## src/rtl/pwm_capture_pkg.sv

```systemverilog
// Shared definitions for the PWM capture block: default widths, FSM state
// encoding and the LED PWM generator width used for loopback pairing.
package pwm_capture_pkg;

    localparam int CNT_WIDTH_DEF   = 16;
    localparam int SYNC_STAGES_DEF = 2;

    // Counter width of the LED PWM generators (period 1024 at full scale).
    localparam int LED_PWM_WIDTH   = 10;

    typedef logic [0:0] state_t;

    localparam state_t ST_IDLE = 1'b0;
    localparam state_t ST_RUN  = 1'b1;

endpackage

```

## src/rtl/pwm_capture_sync_edge.sv

```systemverilog
// Multi-stage synchroniser for one asynchronous input plus a delayed copy,
// giving the synchronised level and a one-cycle rising-edge strobe.
module sync_edge
    import pwm_capture_pkg::*;
#(
    parameter int SYNC_STAGES = SYNC_STAGES_DEF
) (
    input  logic clk,
    input  logic rst_n,
    input  logic din,
    output logic s,
    output logic rise
);

    logic [SYNC_STAGES-1:0] stage_reg;
    logic [SYNC_STAGES-1:0] stage_next;
    logic                   s_d_reg;

    assign stage_next[0] = din;

    generate
        for (genvar gi = 1; gi < SYNC_STAGES; gi++) begin : g_stage
            assign stage_next[gi] = stage_reg[gi-1];
        end
    endgenerate

    always_ff @(posedge clk or negedge rst_n) begin
        if (!rst_n) begin
            stage_reg <= '0;
            s_d_reg   <= 1'b0;
        end else begin
            stage_reg <= stage_next;
            s_d_reg   <= stage_reg[SYNC_STAGES-1];
        end
    end

    assign s    = stage_reg[SYNC_STAGES-1];
    assign rise = stage_reg[SYNC_STAGES-1] & ~s_d_reg;

endmodule

```

## src/rtl/pwm_capture.sv

```systemverilog
// PWM decoder: measures period and high time between successive rising edges
// of a synchronised input, and flags a line that stops toggling.
module pwm_capture
    import pwm_capture_pkg::*;
#(
    parameter int CNT_WIDTH   = CNT_WIDTH_DEF,
    parameter int SYNC_STAGES = SYNC_STAGES_DEF
) (
    input  logic                 clk,
    input  logic                 rst_n,
    input  logic                 pwm_in,
    output logic [CNT_WIDTH-1:0] period,
    output logic [CNT_WIDTH-1:0] high_time,
    output logic                 meas_valid,
    output logic                 stuck_hi,
    output logic                 stuck_lo
);

    localparam logic [CNT_WIDTH-1:0] CNT_MAX = {CNT_WIDTH{1'b1}};
    localparam logic [CNT_WIDTH-1:0] CNT_ONE = {{(CNT_WIDTH-1){1'b0}}, 1'b1};

    logic s;
    logic rise;

    logic [CNT_WIDTH-1:0] cnt_period_reg, cnt_period_next;
    logic [CNT_WIDTH-1:0] cnt_high_reg,   cnt_high_next;
    logic [CNT_WIDTH-1:0] period_reg,     period_next;
    logic [CNT_WIDTH-1:0] high_time_reg,  high_time_next;
    logic                 meas_valid_reg, meas_valid_next;
    logic                 stuck_hi_reg,   stuck_hi_next;
    logic                 stuck_lo_reg,   stuck_lo_next;
    state_t               state_reg,      state_next;

    sync_edge #(
        .SYNC_STAGES(SYNC_STAGES)
    ) u_sync_edge (
        .clk  (clk),
        .rst_n(rst_n),
        .din  (pwm_in),
        .s    (s),
        .rise (rise)
    );

    always_comb begin
        cnt_period_next = cnt_period_reg;
        cnt_high_next   = cnt_high_reg;
        period_next     = period_reg;
        high_time_next  = high_time_reg;
        meas_valid_next = 1'b0;
        stuck_hi_next   = stuck_hi_reg;
        stuck_lo_next   = stuck_lo_reg;
        state_next      = state_reg;

        if (rise) begin
            // The edge cycle itself counts as the first period and high cycle,
            // so at the next edge the counters hold exactly P and H.
            cnt_period_next = CNT_ONE;
            cnt_high_next   = CNT_ONE;
            stuck_hi_next   = 1'b0;
            stuck_lo_next   = 1'b0;
            state_next      = ST_RUN;
            if (state_reg == ST_RUN) begin
                period_next     = cnt_period_reg;
                high_time_next  = cnt_high_reg;
                meas_valid_next = 1'b1;
            end
        end else begin
            if (cnt_period_reg != CNT_MAX) begin
                cnt_period_next = cnt_period_reg + CNT_ONE;
            end
            if (s && (cnt_high_reg != CNT_MAX)) begin
                cnt_high_next = cnt_high_reg + CNT_ONE;
            end
            // Timeout applies in IDLE as well, so a line that never toggles
            // after reset still gets flagged.
            if (cnt_period_reg == CNT_MAX) begin
                state_next    = ST_IDLE;
                stuck_hi_next = s;
                stuck_lo_next = ~s;
            end
        end
    end

    always_ff @(posedge clk or negedge rst_n) begin
        if (!rst_n) begin
            cnt_period_reg <= '0;
            cnt_high_reg   <= '0;
            period_reg     <= '0;
            high_time_reg  <= '0;
            meas_valid_reg <= 1'b0;
            stuck_hi_reg   <= 1'b0;
            stuck_lo_reg   <= 1'b0;
            state_reg      <= ST_IDLE;
        end else begin
            cnt_period_reg <= cnt_period_next;
            cnt_high_reg   <= cnt_high_next;
            period_reg     <= period_next;
            high_time_reg  <= high_time_next;
            meas_valid_reg <= meas_valid_next;
            stuck_hi_reg   <= stuck_hi_next;
            stuck_lo_reg   <= stuck_lo_next;
            state_reg      <= state_next;
        end
    end

    assign period     = period_reg;
    assign high_time  = high_time_reg;
    assign meas_valid = meas_valid_reg;
    assign stuck_hi   = stuck_hi_reg;
    assign stuck_lo   = stuck_lo_reg;

endmodule

```

## config.mk

```make
export PLATFORM = sky130hd
export DESIGN_NAME = pwm_capture
export DESIGN_NICKNAME = d
export VERILOG_FILES = /design/src/rtl/pwm_capture_pkg.sv /design/src/rtl/pwm_capture_sync_edge.sv /design/src/rtl/pwm_capture.sv
export SDC_FILE = /design/constraint.sdc
export NUM_CORES = 1
export LEC_CHECK = 0
export CORE_UTILIZATION = 50
export CTS_BUF_LIST = sky130_fd_sc_hd__clkbuf_16
export DETAILED_ROUTE_END_ITERATION = 8
export MAX_ROUTING_LAYER = met4
export PLACE_DENSITY = 0.72
export SETUP_SLACK_MARGIN = 0.4
export SYNTH_ARGS = -nofsm -noshare
export SYNTH_HDL_FRONTEND = slang
export SYNTH_SLANG_ARGS = --single-unit
```

## constraint.sdc

```tcl
create_clock -name clk -period 1.9 [get_ports clk]
set_input_delay 0.38 -clock clk [delete_from_list [all_inputs] [get_ports clk]]
set_output_delay 0.38 -clock clk [all_outputs]
set_load 0.01 [all_outputs]
```

### After elaboration in Yosys (flattened, before gate mapping)

Index checks and enable logic that the tools add are counted.

* bits in registers: 71
* input bits: 3
* output and inout bits: 35
* word-level logic and storage cells: 35

* add/subtract/negate cells: 2
* eq/ne operators: 3
* muxes and demuxes: 12
* bitwise operators: 3
* reduce and logical (&&, ||, !) cells: 5

Operators with widths (number)
* 16-bit two-way mux: 4
* 16-bit by 1-bit adder with 16-bit output, second input constant: 2
* 16-bit inequality test, second input constant: 2
* 16-bit == test, second input constant: 1
* 1-bit two-way mux: 8
* 2-bit nonzero test: 3
* 1-bit NOT: 2
* 2-bit AND reduction: 1
* 1-bit AND: 1
* 1-bit logical AND: 1

### Logic depth before layout (Yosys ltp)

* depth in word-level cells: 4
* gate-level depth with buffers: 7
* gate-level depth less buffers: 5

### By module

From an unflattened synthesis, not the netlist that was laid out.

* cell total of the unflattened synthesis: 276
* area total of the unflattened synthesis: 3163.0 um2

Modules (own cells, without submodules)
* pwm_capture: times used 1, cells each 272, area each 3074.2 um2
* sync_edge: times used 1, cells each 4, area each 88.8 um2

### Least setup slack after synthesis

Ideal clock, no wire load.

* path kind: register -> register
* from: register cnt_period_reg[0]
* to: register cnt_period_reg[5]
* library setup time: 0.079 ns
* data arrival time: 1.631 ns
* setup slack: 0.189 ns
* stages on the path, launching flop included: 8
* path buffers: 2
* path through: dfrtp_1 ha_1 and4_1 buf_2 and2_1 buf_4 a21oi_1 mux2i_1

* longest elaborated chain between the ends: 3
* elaborated cells on any way between the ends: 5
* classes of those cells: 1 x add/sub; 1 x eq/ne; 2 x mux; 1 x reduce/logical

Ends and longest elaborated chain
* from (decl): RTL line pwm_capture.sv:25 `logic [CNT_WIDTH-1:0] cnt_period_reg, cnt_period_next;`
* from (signal assigned): RTL line pwm_capture.sv:95 `cnt_period_reg <= cnt_period_next;`
* 16-bit by 1-bit adder with 16-bit output: RTL line pwm_capture.sv:69 `cnt_period_next = cnt_period_reg + CNT_ONE;`
* 16-bit two-way mux: RTL line pwm_capture.sv:68 `if (cnt_period_reg != CNT_MAX) begin`
* 16-bit two-way mux: RTL line pwm_capture.sv:54 `if (rise) begin`

Parallel ways exist; a longest one is shown, timed or not. The select of a mux whose other input is x is not followed.
A chain may end at the register's enable or synchronous reset.

### Final worst setup path

* from: register cnt_period_reg[0]
* to: register cnt_period_reg[14]

Same word-level chain as after synthesis.

==> impl_metrics.tcl <==
set metrics [dict create \
    topRoutingLayerUsed "met4" \
    grt_max_degree 72 \
    endpoint_kind "register" \
    synth_edf_count 0 \
    synth_fp_nets 298 \
    core_um2 6390 \
    irDropWorstVdd_mv 0.752 \
    critPathKind "reg -> reg" \
    synth.area.top_cells "dfrtp_1 (53%), mux2_2 (10%), nand2_1 (3.8%)" \
    relSlewSlack 0.747 \
    place_hpwl_um 4540 \
    outcome "finished, final reports clean" \
    wl_met3_um 381 \
    cts_hold_buf 0 \
    path_max_fanout 4 \
    syn-cell-area_um2 3340 \
    port_buffers 37 \
    postLayoutCoreUtil 0.737 \
    grt_pass1_vias 2763 \
    wl_per_cell_um 17.9 \
    die_w_um 83.7 \
    syn_to_final_growth_pct 41.0 \
    antenna_left 0 \
    yosys.area.top_type_share 0.532 \
    synth.avg_cell_area_um2 11.4 \
    crit_required_ps 2120 \
    critPathLaunchType "register" \
    fin_cells 467 \
    finalWeightedCongestion 0.857 \
    tightest_slew_ps 379 \
    fin_nets 391 \
    first_pass_iters 4 \
    period_share 0.834 \
    cts_buffers 9 \
    maxCapViolCount 0 \
    cts_tree "built" \
    cts_root_buf "clkbuf_16" \
    final-setup-viol-count 0 \
    grt_pass1_wl_um 13300 \
    hold_violations 0 \
    synth_flop_cell "dfrtp_1" \
    power_mw 4.23 \
    finalCriticalPeriod_ps 1580 \
    clock_path_buffers 2 \
    dieHeight_um 83.7 \
    wirelength_um 8380 \
    die_area_um2 7010 \
    synthArstFlopShare 1.00 \
    clkTransAtPathRegs_ps 60 \
    rsz0062_at_grt "yes" \
    synth_seq_area_share 0.532 \
    synthCells 293 \
    drc 0 \
    drt_iter0_drc 223 \
    hold_path.class "in -> async" \
    overflow 0 \
    initial_utilization 0.523 \
    num_vias 2811 \
    vias_per_cell 6.02 \
    row_count 29 \
    wl_met1_um 3310 \
    antenna_found_initial 0 \
    finalMaxSlewViolations 0 \
    clock_latency_ps 330 \
    grt.total_usage 0.248 \
    synth_seq_cells 71 \
    finalClockSkew_ps 6.34 \
    p_leak_nw 2.33 \
    ys_warn_count 0 \
    clock_sinks 71 \
    synth.distinct_cells 50 \
    drive_gt1_frac 0.421 \
    tns_ps 0 \
    antenna_cells 0 \
    ioPinCount 38 \
    cp.arrival_ps 1810 \
    place_inst 406 \
    htreeDepth 3 \
    met2_length_um 4460 \
    synth.largest_area_cell "dfrtp_1" \
    power.density_nw_per_um2 898 \
    fmax_mhz 631 \
]
cell usage in the layout (no fill, tap or decap), drive strengths merged, types with 5 or more instances in the layout:
cell type	synthesis	final
dlygate4sd2	0	35
mux2	32	32
nor3	10	10
nand4	9	9
dfrtp	71	71
clkbuf	3	9
buf	10	58
inv	7	8
and2	4	5
a211oi	6	6
o21ai	13	13
a21oi	13	13
nand2b	6	6
nand3	7	7
mux2i	9	9
nor2	5	5
and4	5	5
nand2	35	35
path summary, 6_finish.rpt:
kind                                          start  cells past startpoint                       end  slack (ps)
min in group clk           u_sync_edge.stage_reg[0]                      0  u_sync_edge.stage_reg[1]         350
min                                           rst_n                      2         cnt_period_reg[6]          60
min reg2reg                u_sync_edge.stage_reg[0]                      0  u_sync_edge.stage_reg[1]         350
max in group asynchronous                     rst_n                      2           cnt_high_reg[2]        1500
max reg2reg                       cnt_period_reg[0]                      5        cnt_period_reg[14]         320
max                               cnt_period_reg[0]                      5        cnt_period_reg[14]         320
per-layer routing:
| layer | global-route usage | vias to the layer above |
|---|---|---|
| met5 | - | - |
| li1 | - | 1291 |
| met3 | 0.0593 | 30 |
| met2 | 0.416 | 105 |
| met4 | 0.0878 | 0 |
| met1 | 0.293 | 1385 |
per-stage QoR:
step	setup WS (ps)	instance area (um2)	hold slack (ps)
final	315	4710	56.6
after global routing	253	4710	106
after CTS	333	4520	86.5
after detailed placement	75.4	3900	336
after global placement	168	3900	338
after floorplan	275	3410	84.4
logic make-up after synthesis:
group           after synthesis  synth area share
compound gates               61             0.125
flops                        71             0.532
simple gates                 98             0.173
fa+ha+maj                     2           0.00749
buf+inv                      20            0.0277
mux                          41             0.135
Yosys cell counts (2+ instances only):
| library cell | instances |
|---|---|
| a21oi_1 | 12 |
| o2111ai_1 | 2 |
| buf_4 | 2 |
| or4_1 | 3 |
| a211oi_1 | 6 |
| a21boi_0 | 4 |
| nor3_1 | 9 |
| a31oi_1 | 4 |
| nand4_4 | 2 |
| mux2_2 | 31 |
| nor4_1 | 3 |
| o21ai_0 | 13 |
| nand4_1 | 7 |
| ha_1 | 2 |
| or3_1 | 2 |
| o31a_1 | 2 |
| nand2b_1 | 6 |
| and3_1 | 3 |
| o211a_1 | 2 |
| clkbuf_1 | 3 |
| nand3_1 | 7 |
| and2_1 | 4 |
| a21o_1 | 3 |
| inv_1 | 6 |
| o22a_1 | 2 |
| buf_2 | 8 |
| and4_1 | 5 |
| dfrtp_1 | 71 |
| a2bb2oi_1 | 3 |
| nor2_1 | 4 |
| mux2i_1 | 9 |
| nand2_1 | 34 |
| a211o_1 | 2 |
timing repair:
action / 4_1_cts / 5_1_grt
gates resized for setup: 70 / 29
cloned: 1 / 0
endpoints found under the setup margin: 101 / 27
endpoints found under the hold margin: 0 / 0
pin swaps: 8 / 15
buffers inserted: 36 / 9
cell type report:
class	instances	area (um2)
clock buffer	9	225
sequential	71	1790
tap	77	96.3
timing repair buffer	94	769
multi-input combinational	203	1740
inverter	7	31.3
fill	426	1680
clock inverter	6	55.1
worst max-delay path, cell delays in order (launching register included):
cell	delay, ps
dfrtp_1	390
ha_4	160
and4_4	250
nand2_2	70
or4b_1	460
o211a_1	150
power by group:
part	leakage, nW	switching, mW	internal, mW	total, mW
clock	0.144	0.623	0.994	1.62
sequential	0.935	0.165	1.69	1.85
combinational	1.25	0.365	0.390	0.755
total	2.33	1.15	3.07	4.23
(Power assumes the default switching activity.)
